==> config.mk <==
export PLATFORM = sky130hd
export DESIGN_NAME = wb_arbiter_m1
export DESIGN_NICKNAME = d
export VERILOG_FILES = /design/src/rtl/m1_core_pkg.sv /design/src/rtl/wb_arbiter_m1_chk.sv /design/src/rtl/wb_fifo_m1.sv /design/src/rtl/wb_arbiter_m1.sv
export SDC_FILE = /design/constraint.sdc
export NUM_CORES = 1
export LEC_CHECK = 0
export CAP_MARGIN = 15
export CORE_MARGIN = 4
export CORE_UTILIZATION = 30
export CTS_BUF_LIST = sky130_fd_sc_hd__clkbuf_16
export DETAILED_ROUTE_END_ITERATION = 8
export PLACE_DENSITY = 0.48
export SYNTH_ARGS = -nofsm -noshare
export SYNTH_HDL_FRONTEND = slang
export SYNTH_HIERARCHICAL = 1
export SYNTH_SLANG_ARGS = --single-unit
==> constraint.sdc <==
create_clock -name clk -period 3.7 [get_ports clk]
set_input_delay 0.925 -clock clk [delete_from_list [all_inputs] [get_ports clk]]
set_output_delay 0.925 -clock clk [all_outputs]
set_load 0.02 [all_outputs]
==> src/rtl/m1_core_pkg.sv <==
// Shared types and constants for the M1 writeback path.
package m1_core_pkg;

  localparam int DATA_W        = 16;
  localparam int ADDR_W        = 4;
  localparam int M1_FIFO_DEPTH = 4;

  // One register-file write: destination register plus result data.
  typedef struct packed {
    logic [ADDR_W-1:0] dest;
    logic [DATA_W-1:0] data;
  } wb_entry_t;

  // Which source owns the write port this cycle.
  typedef enum logic [1:0] {
    WB_NONE       = 2'd0,
    WB_ALU        = 2'd1,
    WB_MUL_FIFO   = 2'd2,
    WB_MUL_BYPASS = 2'd3
  } wb_src_e;

endpackage

==> src/rtl/wb_arbiter_m1_chk.sv <==
// Simulation-only protocol checks for the writeback arbiter.
module wb_arbiter_m1_chk #(
  parameter int DEPTH = 4,
  parameter int CNT_W = 3
) (
  input logic             clk,
  input logic             async_rst_n,
  input logic             clk_en,
  input logic             mul_call,
  input logic [CNT_W-1:0] credits,
  input logic [CNT_W-1:0] fifo_count,
  input logic             fifo_push,
  input logic             fifo_pop,
  input logic             fifo_full
);

  // The issue stage must never call the multiplier without a credit.
  a_call_without_credit: assert property (@(posedge clk) disable iff (!async_rst_n)
    !(clk_en && mul_call && (credits == CNT_W'(0))));

  // A multiplier result must never land in a full FIFO that is not draining.
  a_no_fifo_overflow: assert property (@(posedge clk) disable iff (!async_rst_n)
    !(fifo_push && fifo_full && !fifo_pop));

  // Credits plus buffered results can never exceed the FIFO size.
  a_credit_balance: assert property (@(posedge clk) disable iff (!async_rst_n)
    (({1'b0, credits} + {1'b0, fifo_count}) <= (CNT_W + 1)'(DEPTH)));

endmodule

==> src/rtl/wb_fifo_m1.sv <==
// Synchronous FIFO buffering multiplier results until the write port is free.
module wb_fifo_m1
  import m1_core_pkg::*;
#(
  parameter int  DEPTH = 4,
  localparam int PTR_W = $clog2(DEPTH),
  localparam int CNT_W = $clog2(DEPTH + 1)
) (
  input  logic             clk,
  input  logic             async_rst_n,
  input  logic             clk_en,
  input  logic             push,
  input  logic             pop,
  input  wb_entry_t        wr_entry,
  output wb_entry_t        head,
  output logic [CNT_W-1:0] count,
  output logic             full,
  output logic             empty
);

  logic [PTR_W-1:0] wr_ptr_q, wr_ptr_d;
  logic [PTR_W-1:0] rd_ptr_q, rd_ptr_d;
  logic [CNT_W-1:0] count_q, count_d;
  wb_entry_t        mem_q [DEPTH];
  logic             do_push_s;
  logic             do_pop_s;

  assign full  = (count_q == CNT_W'(DEPTH));
  assign empty = (count_q == CNT_W'(0));
  assign count = count_q;
  assign head  = mem_q[rd_ptr_q];

  // A push into a full FIFO is only accepted when the head leaves in the same cycle.
  assign do_push_s = clk_en && push && (!full || pop);
  assign do_pop_s  = clk_en && pop && !empty;

  // Next-state pointers and occupancy.
  always_comb begin
    wr_ptr_d = wr_ptr_q;
    rd_ptr_d = rd_ptr_q;
    count_d  = count_q;
    if (do_push_s) begin
      wr_ptr_d = wr_ptr_q + PTR_W'(1);
    end else begin
      wr_ptr_d = wr_ptr_q;
    end
    if (do_pop_s) begin
      rd_ptr_d = rd_ptr_q + PTR_W'(1);
    end else begin
      rd_ptr_d = rd_ptr_q;
    end
    case ({do_push_s, do_pop_s})
      2'b10:   count_d = count_q + CNT_W'(1);
      2'b01:   count_d = count_q - CNT_W'(1);
      default: count_d = count_q;
    endcase
  end

  // Pointer and occupancy registers.
  always_ff @(posedge clk or negedge async_rst_n) begin
    if (!async_rst_n) begin
      wr_ptr_q <= PTR_W'(0);
      rd_ptr_q <= PTR_W'(0);
      count_q  <= CNT_W'(0);
    end else begin
      wr_ptr_q <= wr_ptr_d;
      rd_ptr_q <= rd_ptr_d;
      count_q  <= count_d;
    end
  end

  // Entry storage; cleared on reset so discarded results never resurface.
  always_ff @(posedge clk or negedge async_rst_n) begin
    if (!async_rst_n) begin
      for (int i = 0; i < DEPTH; i++) begin
        mem_q[i] <= '0;
      end
    end else if (do_push_s) begin
      mem_q[wr_ptr_q] <= wr_entry;
    end
  end

endmodule

==> src/rtl/wb_arbiter_m1.sv <==
// Writeback arbiter: merges ALU and M1 multiplier results onto one register-file write port.
module wb_arbiter_m1
  import m1_core_pkg::*;
#(
  parameter int  DEPTH = M1_FIFO_DEPTH,
  localparam int CNT_W = $clog2(DEPTH + 1)
) (
  input  logic              clk,
  input  logic              async_rst_n,
  input  logic              clk_en,
  input  logic              mul_call,
  output logic              mul_credit_ok,
  input  logic              mul_valid,
  input  logic [ADDR_W-1:0] mul_dest,
  input  logic [DATA_W-1:0] mul_data,
  input  logic              alu_valid,
  output logic              alu_ready,
  input  logic [ADDR_W-1:0] alu_dest,
  input  logic [DATA_W-1:0] alu_data,
  output logic              wb_en,
  output logic [ADDR_W-1:0] wb_addr,
  output logic [DATA_W-1:0] wb_data,
  output logic              idle
);

  wb_src_e           sel_s;
  wb_entry_t         mul_entry_s;
  wb_entry_t         fifo_head_s;
  logic [CNT_W-1:0]  fifo_count_s;
  logic              fifo_full_s;
  logic              fifo_empty_s;
  logic              fifo_push_s;
  logic              fifo_pop_s;
  logic              mul_ret_s;

  logic [CNT_W-1:0]  credits_q, credits_d;
  logic              wb_en_q, wb_en_d;
  logic [ADDR_W-1:0] wb_addr_q, wb_addr_d;
  logic [DATA_W-1:0] wb_data_q, wb_data_d;

  assign mul_entry_s = '{dest: mul_dest, data: mul_data};

  // A full FIFO stalls the ALU so the oldest multiplier result can drain.
  assign alu_ready = !fifo_full_s;

  // Fixed priority: ALU, then buffered multiplier results, then a bypassing multiplier result.
  always_comb begin
    sel_s = WB_NONE;
    if (!clk_en) begin
      sel_s = WB_NONE;
    end else if (alu_valid && alu_ready) begin
      sel_s = WB_ALU;
    end else if (!fifo_empty_s) begin
      sel_s = WB_MUL_FIFO;
    end else if (mul_valid) begin
      sel_s = WB_MUL_BYPASS;
    end else begin
      sel_s = WB_NONE;
    end
  end

  // A multiplier result that did not bypass is buffered; buffered results keep arrival order.
  assign fifo_push_s = clk_en && mul_valid && (sel_s != WB_MUL_BYPASS);
  assign fifo_pop_s  = (sel_s == WB_MUL_FIFO);
  assign mul_ret_s   = (sel_s == WB_MUL_FIFO) || (sel_s == WB_MUL_BYPASS);

  wb_fifo_m1 #(
    .DEPTH (DEPTH)
  ) u_fifo (
    .clk         (clk),
    .async_rst_n (async_rst_n),
    .clk_en      (clk_en),
    .push        (fifo_push_s),
    .pop         (fifo_pop_s),
    .wr_entry    (mul_entry_s),
    .head        (fifo_head_s),
    .count       (fifo_count_s),
    .full        (fifo_full_s),
    .empty       (fifo_empty_s)
  );

  // Next write-port contents; address/data keep their last value when nothing is written.
  always_comb begin
    wb_en_d   = wb_en_q;
    wb_addr_d = wb_addr_q;
    wb_data_d = wb_data_q;
    case (sel_s)
      WB_ALU: begin
        wb_en_d   = 1'b1;
        wb_addr_d = alu_dest;
        wb_data_d = alu_data;
      end
      WB_MUL_FIFO: begin
        wb_en_d   = 1'b1;
        wb_addr_d = fifo_head_s.dest;
        wb_data_d = fifo_head_s.data;
      end
      WB_MUL_BYPASS: begin
        wb_en_d   = 1'b1;
        wb_addr_d = mul_dest;
        wb_data_d = mul_data;
      end
      WB_NONE: begin
        if (clk_en) begin
          wb_en_d = 1'b0;
        end else begin
          wb_en_d = wb_en_q;
        end
      end
      default: begin
        wb_en_d = 1'b0;
      end
    endcase
  end

  // Credit counter: a call reserves a FIFO slot, a written multiplier result returns it.
  always_comb begin
    credits_d = credits_q;
    if (!clk_en) begin
      credits_d = credits_q;
    end else if (mul_call && !mul_ret_s) begin
      if (credits_q != CNT_W'(0)) begin
        credits_d = credits_q - CNT_W'(1);
      end else begin
        credits_d = credits_q;
      end
    end else if (!mul_call && mul_ret_s) begin
      if (credits_q != CNT_W'(DEPTH)) begin
        credits_d = credits_q + CNT_W'(1);
      end else begin
        credits_d = credits_q;
      end
    end else begin
      credits_d = credits_q;
    end
  end

  // Write-port and credit registers.
  always_ff @(posedge clk or negedge async_rst_n) begin
    if (!async_rst_n) begin
      wb_en_q   <= 1'b0;
      wb_addr_q <= ADDR_W'(0);
      wb_data_q <= DATA_W'(0);
      credits_q <= CNT_W'(DEPTH);
    end else begin
      wb_en_q   <= wb_en_d;
      wb_addr_q <= wb_addr_d;
      wb_data_q <= wb_data_d;
      credits_q <= credits_d;
    end
  end

  assign wb_en         = wb_en_q;
  assign wb_addr       = wb_addr_q;
  assign wb_data       = wb_data_q;
  assign mul_credit_ok = (credits_q != CNT_W'(0));
  assign idle          = (credits_q == CNT_W'(DEPTH)) && fifo_empty_s && !wb_en_q;

  wb_arbiter_m1_chk #(
    .DEPTH (DEPTH),
    .CNT_W (CNT_W)
  ) u_chk (
    .clk         (clk),
    .async_rst_n (async_rst_n),
    .clk_en      (clk_en),
    .mul_call    (mul_call),
    .credits     (credits_q),
    .fifo_count  (fifo_count_s),
    .fifo_push   (fifo_push_s),
    .fifo_pop    (fifo_pop_s),
    .fifo_full   (fifo_full_s)
  );

endmodule

**Word level (Yosys, flattened, before mapping)**

Cells that the tools add are included.

- Flip-flop bits (word level): 111
- Output and inout port bits: 24
- Input port bits: 46
- Logic and storage cells: 84

- Mux-type cells: 19
- Bitwise operators: 2
- $add $sub $neg: 6
- Eq/ne operators: 11
- Reductions and logical operators: 28
- Magnitude comparators: 3

Operator list:

| kind | count |
|---|---|
| bitwise mux 80 bit | 1 |
| 2-to-1 mux 20 bit | 3 |
| one-hot mux 16 bit (3 select lines) | 1 |
| binary-select mux 20 bit (select 2 bit) | 1 |
| demux 20 bit (select 2 bit) | 1 |
| logical AND 1 bit | 12 |
| 2-to-1 mux 3 bit | 4 |
| one-hot mux 4 bit (3 select lines) | 1 |
| 2-to-1 mux 2 bit | 4 |
| adder 3 x 1 -> 3 bit (second input constant) | 2 |
| == test 2 bit (second input constant) | 3 |
| == test 3 bit (second input constant) | 2 |
| >= comparator 3 bit (second input constant) | 2 |
| inequality test 2 bit (second input constant) | 3 |
| NOT 2 -> 3 bit | 2 |
| one-hot mux 3 bit (2 select lines) | 1 |
| nonzero test 2 bit | 3 |
| nonzero test 3 bit | 2 |
| subtractor 3 x 1 -> 3 bit (second input constant) | 2 |
| logical NOT 1 bit | 5 |
| adder 2 x 1 -> 2 bit (second input constant) | 2 |
| == test 2 x 1 -> 1 bit (second input constant) | 2 |
| AND reduction 4 bit | 1 |
| logical NOT 3 bit | 1 |
| other kinds (7) | 8 |

**Logic depth before layout (Yosys ltp)**

- Depth in word-level cells: 11
- Depth in mapped cells: 14
- Gate-level depth less buffers: 13

**Modules after synthesis**

Netlist, hierarchy kept.

Modules (own cells, without submodules):

| module | seq. area each (µm²) | cells each | instances | area an instance (µm²) |
|---|---|---|---|---|
| wb_fifo_m1 | 2177.1 | 231 | 1 | 3906.2 |
| wb_arbiter_m1 | 601.8 | 122 | 1 | 1312.5 |

**Worst setup path after synthesis**

Ideal clock, no wire load.

- Path kind: input-to-reg
- Start point: input alu_valid
- End point: register u_fifo.count_q[2], in the netlist u_fifo/count[2]
- Stages on the path: 12
- Arrival time: 2772 ps
- Setup time: 79 ps
- Data required time: 3621 ps
- Slack: 849 ps
- Path buffers: 1
- Cell sequence: nor2b_4 -> nor3_4 -> buf_6 -> nor4b_4 -> nor2_1 -> inv_1 -> ha_1 -> inv_1 -> fa_1 -> xor2_1 -> nor2_1 -> xor2_1

- Elaborated cells on any way between the ends: 15
- Classes of those cells: 4 x eq/ne; 3 x mux; 8 x reduce/logical

RTL lines:

| what | line | text |
|---|---|---|
| start, declared | wb_arbiter_m1.sv:16 | `input logic alu_valid,` |
| logical AND 1 bit (*) | wb_arbiter_m1.sv:51 | `end else if (alu_valid && alu_ready) begin` |
| 2-to-1 mux 2 bit (*) | wb_arbiter_m1.sv:51 |  |
| 2-to-1 mux 2 bit (*) | wb_arbiter_m1.sv:49 | `if (!clk_en) begin` |
| == test 2 bit (*) | wb_arbiter_m1.sv:64 | `assign fifo_pop_s = (sel_s == WB_MUL_FIFO);` |
| net fifo_pop_s | wb_arbiter_m1.sv:33 | `logic fifo_pop_s;` |
| logical AND 1 bit / logical OR 1 bit (equally long branches) | wb_fifo_m1.sv:35, wb_fifo_m1.sv:34 |  |
| logical AND 1 bit (on tied branches) | wb_fifo_m1.sv:35, wb_fifo_m1.sv:34 |  |
| == test 2 x 1 -> 1 bit / == test 2 bit (equally long branches) | wb_fifo_m1.sv:52 | `case ({do_push_s, do_pop_s})` |
| one-hot mux 3 bit (2 select lines) / nonzero test 2 bit (equally long branches) | - |  |
| end signal, assigned | wb_fifo_m1.sv:68 | `count_q <= count_d;` |
| end, declared | wb_fifo_m1.sv:23 | `logic [CNT_W-1:0] count_q, count_d;` |

Mark *: on every way through the listed nets, which the timed path passes. The rest lies on a longest branch.
A chain may end at the register's enable or synchronous reset.

**Worst setup path in the final report**

- Start point: register u_fifo.count_q[0], in the netlist u_fifo/count[0]
- End point: output idle

- Longest elaborated chain between the ends: 3

Ends and longest elaborated chain:

| what | line | text |
|---|---|---|
| logical NOT 3 bit | wb_fifo_m1.sv:29 | `assign empty = (count_q == CNT_W'(0));` |
| net fifo_empty_s | wb_arbiter_m1.sv:31 | `logic fifo_empty_s;` |
| logical AND 1 bit (2 in series) | wb_arbiter_m1.sv:157 | `assign idle = (credits_q == CNT_W'(DEPTH)) && fifo_empty_s && !wb_en_q;` |
| end, declared | wb_arbiter_m1.sv:23 | `output logic idle` |

The timed path passes the listed nets, and every way through them passes these cells.

==> qor.yml <==
synth:
  ys_seq_area_frac: 0.5325
  synthTopCellsByArea: "dfrtp_1 (53%), mux2_2 (17%), mux4_2 (8.6%), a222oi_1 (3.8%), buf_6 (3.0%)"
  synth_top_area_frac: 0.5275
  synthCells: 353
  ys_ff_latch: 111
  yosys.cell_types.count: 33
  synth_edf_count: 0
  synthFlopType: "dfrtp_1"
  syn_nets: 407
  synth-async-reset-ratio: 1.000
  syn_avg_cell_area_um2: 14.78
  yosys.area.top_type: "dfrtp_1"
  synth_area_um2: 5219
  ys_top_cells_by_count: "dfrtp_1 (110), mux2_2 (81), nand2_1 (25)"
  yosysMostFrequentCell: "dfrtp_1"
  yosys_warnings: 6
worst_hold_path:
  hold_class: "reg -> reg"
  whs_path_depth: 2
  hp-start: "wb_addr[2]"
  min_to: "wb_addr[2]"
die:
  die_w_um: 139.9
  coreArea_um2: 16820
  fp-row-count: 47
  num_io_pins: 70
  initial_core_util: 0.3103
  dieArea_um2: 19570
  die_height_um: 139.9
placed_design:
  placed_area_um2: 6163
  place.gp.congestion: 0.7000
  dp_hpwl_um: 8483
  port_buffers: 69
  place_inst: 640
critical_path:
  rr_startpoint: "u_fifo/count[0]"
  reg2reg_depth: 11
  r2r-end: "u_fifo/count[2]"
  crit_path_start_kind: "flop"
  cp.arrival_ns: 2.38
  required_ns: 2.77
  crit_path_end_kind: "output pin"
  cp_max_fo: 5
  r2r_setup_slack_ns: 0.72
  crit_type: "reg -> out"
cells_and_area:
  final_cell_area_um2: 6476
  drive_above_1_share: 0.3509
  fill_cells: 1634
  nets: 485
  antenna_cells: 0
  syn2layout_area_growth_pct: 24.09
  final_cell_count_no_fill: 656
cts:
  numCtsBuffers: 9
  cts_tree: "yes"
  clk_pin_slew_ns: 0.07
  htreeDepth: 3
  cts_max_path_buffers: 2
  cts_setup_buffers: 0
  cts_hold_buf: 0
  cts_root_buf: "clkbuf_16"
  clock_latency_ns: 0.35
  clock-sinks: 111
  cts_resized: 0
pwr:
  power.density_nw_per_um2: 768.3
  p_leak_nw: 2.680
  ir_drop_mv: 0.2745
global_routing:
  overflow: 0
  grt-busiest-layer: "met2"
  grt_start_max_net_pins: 64
  antenna_found_initial: 0
  grt_pass1_vias: 3539
  grt_pass1_wl_um: 20380
  met3_usage: 0.04226
  gr-usage-all-layers: 0.1339
  grtUsageMet1: 0.1795
  met2_usage: 0.2155
detailed_routing:
  postRouteAntennaNets: 0
  post-route-drc-count: 0
  via_per_inst: 4.890
  drtIter0Drc: 197
  wl_per_cell_um: 19.14
  first_pass_iters: 5
  num_vias: 3208
  drt-total-wl_um: 12560
timing:
  slew_headroom: 0.4291
  setup_viol: 0
  finalSetupTns_ns: 0
  min_period_over_period: 0.8926
  fmax_mhz: 302.8
  min_period_ns: 3.303
  hold_viol: 0
  tightest_slew_ns: 0.8564
  finClkSkew_ns: 0.005875
  rsz0062_at_grt: "no"
  slew_viol_final: 0
flow_run:
  cap_violations: 0
outcome:
  outcome: "complete, no violations"
worst max path at each step:
stage                         start  depth (start not counted)  slack [ns]              end
floorplan                 alu_valid                         12        0.85  u_fifo/count[2]
global placement          alu_valid                         12        0.33  u_fifo/count[2]
detailed placement        alu_valid                         12        0.27  u_fifo/count[2]
CTS                 u_fifo/count[0]                          4        0.37             idle
global route        u_fifo/count[0]                          4        0.23             idle
finish              u_fifo/count[0]                          4        0.40             idle
critical path, cell delays in order, from the launching register on:
cell and delay (ns):
dfrtp_1 0.45, nor3_1 0.63, nand2_1 0.10, nor4_1 0.19, clkdlybuf4s50_1 0.65
layout make-up:
| cell class | instances | area (um2) | share of cell area |
|---|---|---|---|
| Sequential cell | 111 | 2780 | 0.4293 |
| Multi-Input combinational cell | 207 | 2208 | 0.3410 |
| Timing Repair Buffer | 89 | 850.8 | 0.1314 |
| Tap cell | 220 | 275.3 | 0.04250 |
| Clock buffer | 9 | 225.2 | 0.03478 |
| Clock inverter | 7 | 87.58 | 0.01352 |
| Inverter | 13 | 48.80 | 0.007535 |
cells by family after synthesis:
kind of cell               share of synthesized area
and+or+nand+nor                              0.04459
buffers and inverters                        0.04819
adders and majority gates                    0.02206
AOI/OAI and AO/OA                            0.07096
xor gates and xnor gates                     0.01678
muxes                                         0.2649
DFF                                           0.5325
stage by stage:
step	hold slack (ns)	worst slack (ns)	utilization	total power, mW
after floorplan	0.4751	0.8490	-	3.406
after global placement	0.4669	0.3315	0.3665	3.961
after detailed placement	0.4794	0.2669	0.3665	4.013
after CTS	0.4957	0.3669	0.3851	5.067
after global routing	0.5168	0.2269	0.3851	5.309
final	0.4888	0.3972	0.3851	4.976
metal layers:
metal | up-vias | part of all wire
li1 | 1470 | -
met1 | 1658 | 0.45
met2 | 71 | 0.49
met3 | 9 | 0.060
met4 | 0 | 0.0084
met5 | - | 0
registers in the layout, indices dropped and copies added (netlist names):
register and cells:
u_fifo/mem_q 80, wb_data 16, wb_addr 4, credits_q 3, u_fifo/count 3, u_fifo/rd_ptr_q 2
u_fifo/wr_ptr_q 2, wb_en 1
report_power, final:
part           total [mW]  switching [mW]  internal [mW]
Sequential           2.18           0.410           1.77
Clock                1.03           0.439          0.589
Combinational        1.76           0.687           1.08
Total                4.98            1.54           3.44
cell usage in the layout (no fill, tap or decap), drive strengths merged, types with 3 or more instances in the layout:
master,netlist,routed
ha,6,6
clkdlybuf4s50,0,68
xnor2,6,6
dfrtp,110,110
o21ai,21,21
mux4,20,20
buf,20,21
a222oi,20,20
nor3b,4,4
inv,13,13
mux2,81,81
clkbuf,2,9
xor2,4,4
nor3,3,3
nand2,25,25
clkinv,0,5
(Power assumes the default switching activity.)
